### config.mk
export PLATFORM = sky130hd
export DESIGN_NAME = logic_unit_pipe
export DESIGN_NICKNAME = d
export VERILOG_FILES = /design/src/rtl/logic_unit_pipe.sv
export SDC_FILE = /design/constraint.sdc
export NUM_CORES = 1
export LEC_CHECK = 0
export BUFFER_PORTS_ARGS = -buffer_cell sky130_fd_sc_hd__buf_2
export CORE_MARGIN = 2
export CORE_UTILIZATION = 45
export DETAILED_ROUTE_END_ITERATION = 16
export PLACE_DENSITY = 0.72
export SLEW_MARGIN = 20
export SYNTH_ARGS = -nofsm -noshare
export SYNTH_HDL_FRONTEND = slang
export SYNTH_SLANG_ARGS = --single-unit
### constraint.sdc
create_clock -name clk -period 2.6 [get_ports clk]
set_input_delay 0.26 -clock clk [delete_from_list [all_inputs] [get_ports clk]]
set_output_delay 0.26 -clock clk [all_outputs]
set_load 0.1 [all_outputs]
### src/rtl/logic_unit_pipe.sv
// Two-stage pipelined bitwise logic unit with valid/ready handshakes and an operand-B accumulator.
// Define LOGIC_UNIT_FLAGS_EN to add the out_zero / out_parity result flags.
module logic_unit_pipe #(
    parameter int WIDTH = 8
) (
    input  logic             clk,
    input  logic             rst,
    input  logic             in_valid,
    output logic             in_ready,
    input  logic [WIDTH-1:0] in_a,
    input  logic [WIDTH-1:0] in_b,
    input  logic [2:0]       in_op,
    input  logic             in_use_acc,
    input  logic             in_acc_wr,
    output logic             out_valid,
    input  logic             out_ready,
    output logic [WIDTH-1:0] out_y,
    output logic [WIDTH-1:0] acc_q
`ifdef LOGIC_UNIT_FLAGS_EN
    ,
    output logic             out_zero,
    output logic             out_parity
`endif
);

    function automatic logic [WIDTH-1:0] logic_op(input logic [2:0] op,
                                                  input logic [WIDTH-1:0] a,
                                                  input logic [WIDTH-1:0] b);
        logic [WIDTH-1:0] r;
        case (op)
            3'b000:  r = a & b;
            3'b001:  r = a | b;
            3'b010:  r = a ^ b;
            3'b011:  r = ~a;
            3'b100:  r = ~(a | b);
            3'b101:  r = ~(a ^ b);
            3'b110:  r = ~b;
            default: r = ~(a & b);
        endcase
        return r;
    endfunction

    logic             vld_p1, vld_p2;
    logic [WIDTH-1:0] y_p1, y_p2;
    logic [WIDTH-1:0] acc_r;
    logic             in_acc, out_acc, adv_p1;
    logic [WIDTH-1:0] b_p0, res_p0;

    assign in_ready = !vld_p1 || !vld_p2 || out_ready;
    assign in_acc   = in_valid && in_ready;
    assign out_acc  = vld_p2 && out_ready;
    // S1 drains whenever S2 is free or is being emptied this cycle
    assign adv_p1   = vld_p1 && (!vld_p2 || out_ready);

    // Stage 0: operand select and combinational result
    assign b_p0   = in_use_acc ? acc_r : in_b;
    assign res_p0 = logic_op(in_op, in_a, b_p0);

    // Stage 1 / stage 2 control, output register and accumulator
    always_ff @(posedge clk) begin
        if (rst) begin
            vld_p1 <= 1'b0;
            vld_p2 <= 1'b0;
            y_p2   <= '0;
            acc_r  <= '0;
        end else begin
            if (in_acc)
                vld_p1 <= 1'b1;
            else if (adv_p1)
                vld_p1 <= 1'b0;

            if (adv_p1)
                vld_p2 <= 1'b1;
            else if (out_acc)
                vld_p2 <= 1'b0;

            if (adv_p1)
                y_p2 <= y_p1;

            if (in_acc && in_acc_wr)
                acc_r <= res_p0;
        end
    end

    // Stage 1 data register
    always_ff @(posedge clk) begin
        if (in_acc)
            y_p1 <= res_p0;
    end

    assign out_valid = vld_p2;
    assign out_y     = y_p2;
    assign acc_q     = acc_r;

`ifdef LOGIC_UNIT_FLAGS_EN
    logic zero_p1, parity_p1, zero_p2, parity_p2;

    always_ff @(posedge clk) begin
        if (in_acc) begin
            zero_p1   <= (res_p0 == '0);
            parity_p1 <= ^res_p0;
        end
    end

    always_ff @(posedge clk) begin
        if (rst) begin
            zero_p2   <= 1'b0;
            parity_p2 <= 1'b0;
        end else if (adv_p1) begin
            zero_p2   <= zero_p1;
            parity_p2 <= parity_p1;
        end
    end

    assign out_zero   = zero_p2;
    assign out_parity = parity_p2;
`endif

endmodule
# Word-level counts from Yosys, hierarchy flattened
# Cells that the tools add are included.
dict set report classes {
  n_eq_ne 6
  n_mux 6
  bitwise 8
  n_reduce_logical 12
}
# op count
set ops {}
lappend ops {{8-bit case mux with 7 select lines} 1}
lappend ops {{8-bit NOT} 5}
lappend ops {{3-bit == test (second input constant)} 3}
lappend ops {{8-bit bitwise AND} 1}
lappend ops {{8-bit two-way mux} 1}
lappend ops {{8-bit bitwise OR} 1}
lappend ops {{8-bit XOR} 1}
lappend ops {{3-bit by 2-bit == test with 1-bit output (second input constant)} 2}
lappend ops {{1-bit logical AND} 4}
lappend ops {{1-bit two-way mux} 4}
lappend ops {{2-bit nonzero test} 2}
lappend ops {{3-bit by 1-bit == test with 1-bit output (second input constant)} 1}
lappend ops {{3-bit logical NOT} 1}
lappend ops {{1-bit logical OR} 3}
lappend ops {{1-bit logical NOT} 2}
dict set report word_totals {
  ff_bits 26
  output_inout_bits 18
}

# Longest topological paths before layout
# Gate-level depths: netlist (run 1).
dict set report depth {
  depth_word 5
  mapped_depth 8
}

# Least setup slack after synthesis (run 1)
# No wires, ideal clock.
dict set report synth_path {
  path_kind {reg2reg}
  from {reg acc_r[7] (netlist: acc_q[7])}
  to {reg y_p1[7] (data pin)}
  setup_time_ns 0.262
  arrival_time_ns 2.064
  path_slack_ns 0.274
  path_stages_with_launch 7
  cell_sequence {dfxtp_1 > mux2i_1 > ha_1 > mux2i_1 > a32o_1 > a211oi_2 > a21oi_1}
}
dict set report synth_between {
  elab_chain_len 4
}
# element line_no
set synth_rtl {}
lappend synth_rtl {{start, declared} 45} ;# logic [WIDTH-1:0] acc_r;
lappend synth_rtl {{start signal, assigned} 81} ;# acc_r <= res_p0;
lappend synth_rtl {{8-bit two-way mux *} 56} ;# assign b_p0 = in_use_acc ? acc_r : in_b;
lappend synth_rtl {{8-bit bitwise AND, or another cell as far along} {31, 38}}
lappend synth_rtl {{8-bit NOT (on tied branches)} {38, 35, 36}}
lappend synth_rtl {{8-bit case mux with 7 select lines *} 30} ;# case (op)
lappend synth_rtl {{net res_p0[7]} 47} ;# logic [WIDTH-1:0] b_p0, res_p0;
lappend synth_rtl {{end signal, assigned} 88} ;# y_p1 <= res_p0;
lappend synth_rtl {{end, declared} 44} ;# logic [WIDTH-1:0] y_p1, y_p2;
# Mark *: on every way through the listed nets, which the timed path passes. The rest lies on a longest branch.
# A chain may end at the register's enable or synchronous reset.

# Worst setup path in the final report (run 1)
dict set report layout_path {
  from {reg acc_r[6] (netlist: acc_q[6])}
  to {reg y_p1[6] (data pin)}
}
# Same word-level chain as after synthesis.

==> metrics.md, run 1 <==
| Metric | Value |
|---|---|
| Post-route cell area | 2190 um2 |
| CP Buf/Inv Count | 1 |
| Antenna violations before repair | 0 |
| Finished Layout Cells | ~290 |
| Hold_buf cts | 0 |
| Share of layout cells above drive strength 1 | 29.5% |
| Power per Cell Area | just under 500 nW/um2 |
| Wire per inst | 14.3 um |
| TritonCTS clock tree | done |
| Leak Pwr | 0.00115 uW |
| Worst-margin pin slew | 0.536 ns |
| Worst-path clk slew | about 0.080 ns |
| Vias in the first global route | 1336 |
| Routability cong. | between 0.8 and 0.9 |
| RSZ-0062 raised after global routing | no |
| Main synth FF type | dfxtp_1 |
| First-pass detailed-route iteration total | 4 |
| Global Route Usage Sum | 16.0% |
| Core area | 4090 um2 |
| Initial core utilization | approximately 48% |
| Cell area after synthesis | 1950 um2 |
| Final min period | ~1.9 ns |
| HP Class | primary input to flop |
| R2R depth | 7 |
| Antenna diodes | 0 |
| Placed Cells | 283 |
| Critical Path End Type | flop |
| Critical path's slowest cell | dfxtp_1 |
| Worst path cell trace | mux2i_1, inv_1, ha_1, nor2b_1, a211oi_1, o311ai_2, a21boi_1 |
| DR iter-0 viols | 63 |
| CP Launch Point | acc_q[6] |
| Worst R2R Start | acc_q[6] |
| Largest fanout on the critical path | 3 |
| Max cap viols | 0 |
| FF-to-FF setup slack | 0.73 ns |
| Nets | 279 |
| # setup viols final | 0 |
| RR Endpoint | y_p1[6] |
| Via density per instance | 5.34 |
| Final core occ | 53.6% |
| Final Skew | 0.00200 ns |
| Post_cts resized | 0 |
| Post-synthesis sequential element count | 26 |
| Slowest stage delay, CP | 0.35 ns |
| Register area | between 600 and 700 um2 |
| Die area | 4870 um2 |
| Fill cell count | roughly 390 |
| H-tree depth | 1 |
| Largest net degree at the start of global routing | 23 |
| Max_slew headroom | between 60 and 70% |
| Cells after synthesis | 200 |
| Element type at the critical path start | flop |
| CP Depth | 7 |
| Top-Level Pins | 43 |
| Syn Nets | around 240 |
| First-pass GRT wire length | between 6000 and 7000 um |
| Post-DP Area | ~2100 um2 |
| Post-synth EDFFs | 8 |
| Setup TNS Final | 0 ns |
| Peak supply drop | roughly 250 uV |
| Multi-input logic area | 1170 um2 |
| Outcome | finished clean |
| FP Rows | 23 |
| Netlist cell types | 41 |
| Register area share after synthesis | 30.8% |
| CTS sink cnt | 26 |
| ANT nets after route | 0 |
| # Post-CTS Setup Buffers | 0 |
| Die Wd | 69.8 um |
| CP Data Required Time | about 2.6 ns |
| # DRC | 0 |
| Crit Path Class | flop to flop |
| Final Max Slew Viols | 0 |
| Max frequency | 0.534 GHz |
| Synth async-reset ratio | 0% |
| Clock Latency Late Sink | 0.26 ns |
| Yosys warnings | 0 |
| Arr. time, crit path | 1.88 ns |
| Post-DP HPWL | 3150 um |
| Final period util | 72.1% |
| Setup crit end | y_p1[6] |
| Post-Route WL | 4100 um |
| Root buf cell | clkbuf_8 |
| Clock Path Buffers | 2 |
| Final hold violations | 0 |
| CP top delay family | compound AO/OA/AOI/OAI gates |
| IO buf count | 42 |
| Area growth syn-to-layout | 12.5% |
| Total CTS buffers | 3 |
| Vias | around 1500 |
| Syn_area_per_cell | ~9.7 um2 |
| Total gr overflow | 0 |
| Die Ht | about 70 um |
-- worst min-delay path by stage --
stage                  start  endpoint  slack, ns  depth (start not counted)
floorplan           in_valid    vld_p1       0.39                          2
global placement     y_p1[1]  out_y[1]       0.46                          2
detailed placement  acc_q[7]  acc_q[7]       0.47                          2
CTS                 in_valid    vld_p1       0.26                          3
global route        in_valid    vld_p1       0.28                          3
finish              in_valid    vld_p1       0.27                          3
-- flip-flops by register name (all words and copies together), names as in the netlist --
name and count:
out_valid 1, y_p1 8, out_y 8, vld_p1 1, acc_q 8
-- power by group --
group,leakage [uW],internal [uW],switching (uW)
registers,0.000226,452,16.6
logic,0.000896,126,250
clock network,0.0000231,105,116
-- layout make-up --
class | count | area share [%]
Clock inverter | 1 | 0.171
Timing Repair Buffer | 43 | 9.93
Inverter | 26 | 4.45
Tap cell | 50 | 2.85
Clock buffer | 3 | 1.88
Multi-Input combinational cell | 138 | 53.3
Sequential cell | 26 | 27.4
-- cells by family (layout without fill, tap and decap cells) --
logic type | after synthesis | after routing | synth area share, %
compound gates | 42 | 42 | 17.1
fa+ha+maj | 16 | 16 | 10.3
buf+inv | 36 | 73 | 9.18
flops | 26 | 26 | 30.8
mux | 30 | 30 | 18.1
simple gates | 50 | 50 | 14.5
-- per-stage QoR --
step,total power (uW),hold slack [ns],worst slack [ns]
after floorplan,781,0.389,0.274
after global placement,847,0.456,0.602
after detailed placement,853,0.467,0.491
after CTS,1070,0.261,0.725
after global routing,1120,0.276,0.535
final,1070,0.266,0.727
-- synth_stat cells (4+ instances only) --
cell type  number  share of area (%)
inv_1          25                4.8
mux2i_1        18                9.2
and3_1          7                2.2
nand2_1        14                2.7
buf_6           5                2.9
a21oi_1         4                1.0
nor2b_1         8                2.6
edfxtp_1        8                 12
nor2_1         11                2.1
ha_1           16                 10
dfxtp_1        18                 18
o21ai_1         7                1.8
o22ai_1        12                3.9
mux2_4         10                7.7
o31ai_2         4                2.6
-- routing by layer --
| layer | wire (um) | part of all wire [%] | track usage (%) | vias up |
|---|---|---|---|---|
| met5 | 0 | 0 | 0 | - |
| met4 | 29 | 0.71 | 5.34 | 0 |
| met3 | 198 | 4.8 | 0.581 | 2 |
| met2 | 2000 | 49 | 26.2 | 46 |
| met1 | 1870 | 46 | 22.6 | 708 |
| li1 | - | - | - | 778 |
-- cells in the final DEF (no fill, tap or decap), types with 2 or more instances in the layout --
cell	synthesis	routed
ha_1	16	16
o31ai_2	4	4
a21oi_1	4	4
nor2b_1	8	8
mux2i_1	18	18
buf_2	2	42
inv_1	25	25
o22ai_1	12	12
o31ai_1	2	2
a21boi_1	2	2
nor2_1	11	11
dfxtp_1	18	18
edfxtp_1	8	8
clkbuf_8	0	3
nand2_1	14	14
mux2_4	10	10
and3_1	7	7
mux2_1	2	2
a22o_1	2	2
a32o_1	2	2
o21ai_1	7	7
-- worst min-delay path, stage by stage --
cell	delay (ns)
buf_2	0.12
inv_1	0.05
a21oi_1	0.05
Power figures use the tool's default switching activity.
==> inputs of run 2 (changes only) <==
PLACE_DENSITY = 0.75   (was 0.72)
clock period = 1.55 ns   (was 2.6 ns; I/O delays follow)
==> run 2 against run 1 <==
Against the previous run:
- the flow now finishes with violations (negative setup slack)
- flip-flop and latch count unchanged
- critical path depth increased by 1
- setup slack lost 0.95 ns
- combinational power is 100% higher
- utilization grew 10 points
- power increased by 97%
- sequential share of layout area fell by 3.0 points
- design area increased by 19%
- critical path type unchanged
- highest routed layer unchanged
==> metrics.md, run 2 (same netlist as run 1, synthesis figures left out) <==
| Metric | Value |
|---|---|
| Total CTS buffers | 3 (unchanged) |
| Final Skew | 0.00781 ns (was 0.00200 ns) |
| Critical Path End Type | flop (unchanged) |
| Post-Route WL | 4290 um (was 4100 um) |
| CP Buf/Inv Count | 3 (was 1) |
| CP Data Required Time | 1.60 ns (was 2.61 ns) |
| Area growth syn-to-layout | 33.7% (was 12.5%) |
| IO buf count | 42 (unchanged) |
| Vias | 1626 (was 1534) |
| Max cap viols | 0 (unchanged) |
| Wire per inst | 13.7 um (was 14.3 um) |
| CTS sink cnt | 26 (unchanged) |
| Worst-margin pin slew | 0.518 ns (was 0.536 ns) |
| Power per Cell Area | 807 nW/um2 (was 486 nW/um2) |
| Failing checks | negative setup slack |
| Commonest non-fill, non-tap cell in the layout | buf_2 (unchanged) |
| Max_slew headroom | 65.3% (was 64.1%) |
| Leak Pwr | 0.00131 uW (was 0.00115 uW) |
| Antenna violations before repair | 0 (unchanged) |
| # DRC | 0 (unchanged) |
| Finished Layout Cells | 313 (was 287) |
| First-pass GRT wire length | 7270 um (was 6420 um) |
| # setup viols final | 12 (was 0) |
| Arr. time, crit path | 1.82 ns (was 1.88 ns) |
| Fill cell count | 344 (was 387) |
| DR iter-0 viols | 51 (was 63) |
| Routability cong. | 0.800 (was 0.828) |
| Share of layout cells above drive strength 1 | 49.8% (was 29.5%) |
| Top-Level Pins | 43 (unchanged) |
| Initial core utilization | 47.7% (unchanged) |
| Vias in the first global route | 1611 (was 1336) |
| Slowest stage delay, CP | 0.36 ns (was 0.35 ns) |
| Final period util | 114% (was 72.1%) |
| Via density per instance | 5.19 (was 5.34) |
| Peak supply drop | 361 uV (was 254 uV) |
| Post-DP HPWL | 3390 um (was 3150 um) |
| H-tree depth | 1 (unchanged) |
| Die Ht | 69.8 um (unchanged) |
| Die area | 4870 um2 (unchanged) |
| Final Max Slew Viols | 0 (unchanged) |
| Largest net degree at the start of global routing | 18 (was 23) |
| Critical path's slowest cell | dfxtp_4 (was dfxtp_1) |
| Final hold slack | 0.161 ns (was 0.266 ns) |
| FP Rows | 23 (unchanged) |
| Min setup slack post-route | -0.222 ns (was 0.727 ns) |
| RSZ-0062 raised after global routing | yes (was no) |
| Global Route Usage Sum | 18.0% (was 16.0%) |
| Worst-path clk slew | 0.09 ns (was 0.08 ns) |
| Worst path cell trace | mux2_4, inv_2, ha_4, mux2i_1, o22ai_1, o31ai_1, buf_4, inv_2 (was mux2i_1, inv_1, ha_1, nor2b_1, a211oi_1, o311ai_2, a21boi_1) |
| CP top delay family | multiplexers (was compound AO/OA/AOI/OAI gates) |
| Total gr overflow | 0 (unchanged) |
| Antenna diodes | 0 (unchanged) |
| TritonCTS clock tree | done (unchanged) |
| Placed Cells | 308 (was 283) |
| Multi-input logic area | 1310 um2 (was 1170 um2) |
| Register area | 634 um2 (was 601 um2) |
| CP dominant cell by count | inv_2 |
| Die Wd | 69.8 um (unchanged) |
| Clock Path Buffers | 2 (unchanged) |
| First-pass detailed-route iteration total | 4 (unchanged) |
| Element type at the critical path start | flop (unchanged) |
| Max frequency | 0.564 GHz (was 0.534 GHz) |
| Root buf cell | clkbuf_8 (unchanged) |
| Core area | 4090 um2 (unchanged) |
| Largest fanout on the critical path | 3 (unchanged) |
| Final min period | 1.77 ns (was 1.87 ns) |
| HP Class | primary input to flop (unchanged) |
| ANT nets after route | 0 (unchanged) |
| Nets | 305 (was 279) |
| Final hold violations | 0 (unchanged) |
| Clock Latency Late Sink | 0.27 ns (was 0.26 ns) |
| Most frequent cells in the layout | buf_2, buf_4, inv_1, mux2i_1, nand2_1 (was buf_2, inv_1, mux2i_1, dfxtp_1, ha_1) |
| Outcome | finished, violations left (was finished clean) |
| Crit Path Class | flop to flop (unchanged) |
## run 2: cell count changes in the layout (fill, tap and decap cells not counted), sizes merged
cell and delta:
buf +26, bufinv +1, clkinv -1
## run 2: worst paths after layout
kind,from,endpoint,slack [ns],depth (start not counted)
worst max-delay path,acc_q[5],y_p1[5],-0.22,8
worst min-delay path,in_valid,vld_p1,0.16,3
worst max register to register,acc_q[5],y_p1[5],-0.22,8
worst min register to register,y_p1[0],out_y[0],0.49,2
## run 2: routing by layer
layer / GRT usage, % / wire length, um / up-vias
li1: - / - / 824
met1: 22.3 / 1900 / 759
met2: 32.9 / 2190 / 39
met3: 1.45 / 148 / 4
met4: 5.77 / 52 / 0
met5: 0 / 0 / -
## run 2: what timing repair did
action | in CTS | in global routing
endpoints found under the setup margin | 15 | 15
hold buffers | 0 | 0
resized for setup | 5 | 7
pin swaps | 3 | 0
setup buffers | 1 | 0
## run 2: power by group
group	leakage, uW	switching, uW	internal, uW
clock	0.0000357	216	346
sequential	0.000233	24.8	753
combinational	0.00104	461	302
## run 2: cell type report
| class | instances | share of cell area, % |
|---|---|---|
| Multi-Input combinational cell | 138 | 50.3 |
| Sequential cell | 26 | 24.4 |
| Timing Repair Buffer | 69 | 16.3 |
| Inverter | 26 | 3.84 |
| Tap cell | 50 | 2.40 |
| Clock buffer | 3 | 1.59 |
| Clock inverter | 1 | 1.15 |
## run 2: metrics by stage
step                      worst slack [ns]  TNS (ns)  power (uW)  area, um2  util (%)
final                               -0.222     -1.52        2100       2600      63.7
after global routing                -0.293     -2.80        2190       2600      63.7
after CTS                           -0.213     -1.48        2100       2580      63.2
after detailed placement            -0.321     -4.23        1530       2470      60.5
after global placement              -0.303     -3.66        1520       2470      60.5
after floorplan                     -0.220     -2.00        1340       2070         -
## run 2: worst min-delay path, delay by kind of cell
kind	cells	cell delay (ns)
buffers and inverters	2	0.18
AO/OA/AOI/OAI	1	0.05
==> inputs of run 3 (changes only) <==
CTS_BUF_LIST = sky130_fd_sc_hd__clkbuf_2 sky130_fd_sc_hd__clkbuf_4 sky130_fd_sc_hd__clkbuf_8   (was default)
TNS_END_PERCENT = 50   (was default)
==> run 3 against run 2 <==
Against the previous run:
- the run still ends with negative setup slack left
- worst hold slack gained 0.0033 ns
- register-to-register slack barely moved
- critical path depth stayed put
- largest power group unchanged
- critical endpoint unchanged
- wire length decreased by 0.51%
- first-iteration DRC count grew 18%
- flip-flop and latch count is the same
==> metrics.md, run 3 (same netlist as run 1, synthesis figures left out) <==
| Metric | Value |
|---|---|
| WHS Path Cells | 3 (unchanged) |
| Vias | 1613 (was 1626) |
| Nets | 305 (unchanged) |
| First-pass detailed-route iteration total | 4 (unchanged) |
| Met1 Routed Length | 1920 um (was 1900 um) |
| Element type at the critical path start | flop (unchanged) |
| IO buf count | 42 (unchanged) |
| Largest fanout on the critical path | 3 (unchanged) |
| Crit Path Class | flop to flop (unchanged) |
| Met2 routed WL | 2140 um (was 2190 um) |
| Failing checks | negative setup slack (unchanged) |
| Global Route Usage Sum | 18.0% (unchanged) |
| Final period util | 114% (about the same) |
| TritonCTS clock tree | done (unchanged) |
| Max_slew headroom | 66.4% (was 65.3%) |
| Die Ht | 69.8 um (unchanged) |
| Post-DP Area | 2470 um2 (unchanged) |
| Root buf cell | clkbuf_8 (unchanged) |
| Die area | 4870 um2 (unchanged) |
| Hold path start | in_valid (unchanged) |
| Outcome | finished, violations left (unchanged) |
| Vias in the first global route | 1611 (unchanged) |
| Total gr overflow | 0 (unchanged) |
| Final Max Slew Viols | 0 (unchanged) |
| Most frequent cells in the layout | buf_2, buf_4, inv_1, mux2i_1, nand2_1 (unchanged) |
| FP Rows | 23 (unchanged) |
| Wire per inst | 13.6 um (was 13.7 um) |
| Top-Level Pins | 43 (unchanged) |
| DR WL met3 | 144 um (was 148 um) |
| Initial core utilization | 47.7% (unchanged) |
| CTS sink cnt | 26 (unchanged) |
| Leak Pwr | 0.00130 uW (was 0.00131 uW) |
| First-pass GRT wire length | 7270 um (unchanged) |
| Final Skew | 0.00764 ns (was 0.00781 ns) |
| CP Data Required Time | 1.60 ns (about the same) |
| DR iter-0 viols | 60 (was 51) |
| Power per Cell Area | 809 nW/um2 (was 807 nW/um2) |
| H-tree depth | 1 (unchanged) |
| RSZ-0062 raised after global routing | yes (unchanged) |
| Worst-path clk slew | 0.09 ns (about the same) |
| Final hold slack | 0.165 ns (was 0.161 ns) |
| Final min period | 1.77 ns (about the same) |
| R2R depth | 8 (unchanged) |
| Antenna diodes | 0 (unchanged) |
| # setup viols final | 12 (unchanged) |
| HP Class | primary input to flop (unchanged) |
| Hold path endpoint | vld_p1 (unchanged) |
| Max frequency | 0.566 GHz (was 0.564 GHz) |
| Antenna violations before repair | 0 (unchanged) |
| Post-Route WL | 4260 um (was 4290 um) |
| Area growth syn-to-layout | 32.9% (was 33.7%) |
| Total CTS buffers | 3 (unchanged) |
| Largest net degree at the start of global routing | 18 (unchanged) |
| Max cap viols | 0 (unchanged) |
| DR top layer | met4 (unchanged) |
| # DRC | 0 (unchanged) |
| Post-DP HPWL | 3390 um (unchanged) |
| Core area | 4090 um2 (unchanged) |
| Final hold violations | 0 (unchanged) |
| Commonest non-fill, non-tap cell in the layout | buf_2 (unchanged) |
| ANT nets after route | 0 (unchanged) |
| Min setup slack post-route | -0.216 ns (was -0.222 ns) |
| Critical Path End Type | flop (unchanged) |
| Arr. time, crit path | 1.82 ns (about the same) |
| Routability cong. | 0.800 (unchanged) |
| Share of layout cells above drive strength 1 | 49.0% (was 49.8%) |
| RR Endpoint | y_p1[5] (unchanged) |
| FF-to-FF setup slack | -0.22 ns (about the same) |
| Peak supply drop | 361 uV (about the same) |
| Worst R2R Start | acc_q[5] (unchanged) |
| Via density per instance | 5.15 (was 5.19) |
| Die Wd | 69.8 um (unchanged) |
| Post-route cell area | 2590 um2 (was 2600 um2) |
| Worst-margin pin slew | 0.502 ns (was 0.518 ns) |
| Clock Latency Late Sink | 0.27 ns (about the same) |
| Clock Path Buffers | 2 (unchanged) |
[run 3: cell types whose count changed in the layout (fill, tap and decap cells not counted)]
cell and change:
a32o_2 -1, a211oi_4 -1, o21ai_2 -1, inv_4 -1
a32o_1 +1, inv_2 +1, a211oi_2 +1, o21ai_1 +1
[run 3: worst max path at each step]
stage,startpoint,endpoint,slack (ns),depth (start not counted)
floorplan,acc_q[4],y_p1[4],-0.22,7
global placement,in_use_acc,y_p1[1],-0.30,9
detailed placement,in_use_acc,y_p1[1],-0.32,9
CTS,acc_q[5],y_p1[5],-0.21,8
global route,acc_q[5],y_p1[5],-0.29,8
finish,acc_q[5],y_p1[5],-0.22,8
[run 3: area by class of cell]
type	instances	area, um2
clock buffer	3	41.3
clock inverter	1	30.0
fill	345	1500
inverter	26	97.6
multi-input combinational	138	1300
sequential	26	634
tap	50	62.6
timing repair buffer	69	425
[run 3: power breakdown]
| group | switching, uW | leakage (uW) | internal (uW) |
|---|---|---|---|
| clock network | 217 | 0.0000357 | 346 |
| logic | 456 | 0.00103 | 298 |
| registers | 24.6 | 0.000233 | 753 |
[run 3: through the flow]
step	setup WS (ns)	cells	total power [uW]	util [%]	setup TNS, ns
5_1_grt	-0.294	313	2190	63.3	-2.78
4_1_cts	-0.214	313	2100	63.2	-1.47
3_3_place_gp	-0.303	308	1520	60.5	-3.66
6_report	-0.216	313	2090	63.3	-1.49
2_1_floorplan	-0.220	200	1340	-	-2.00
3_5_place_dp	-0.321	308	1530	60.5	-4.23
[run 3: timing repair]
action                     4_1_cts  5_1_grt
setup endpoints to repair       15       15
pin swaps                        2        0
resized for setup                5        3
hold buffers                     0        0
buffers inserted                 1        0
[run 3: critical path: stages, from the launching register on]
cell and delay, ns:
dfxtp_4 0.36, mux2_4 0.28, inv_2 0.07, ha_4 0.19, mux2i_1 0.15, o22ai_1 0.09
o31ai_1 0.21, buf_4 0.16, inv_2 0.03
[run 3: routing by layer]
| layer | up-vias | track usage, % |
|---|---|---|
| li1 | 827 | - |
| met1 | 750 | 22.3 |
| met2 | 32 | 32.9 |
| met3 | 4 | 1.45 |
| met4 | 0 | 5.77 |
| met5 | - | 0 |
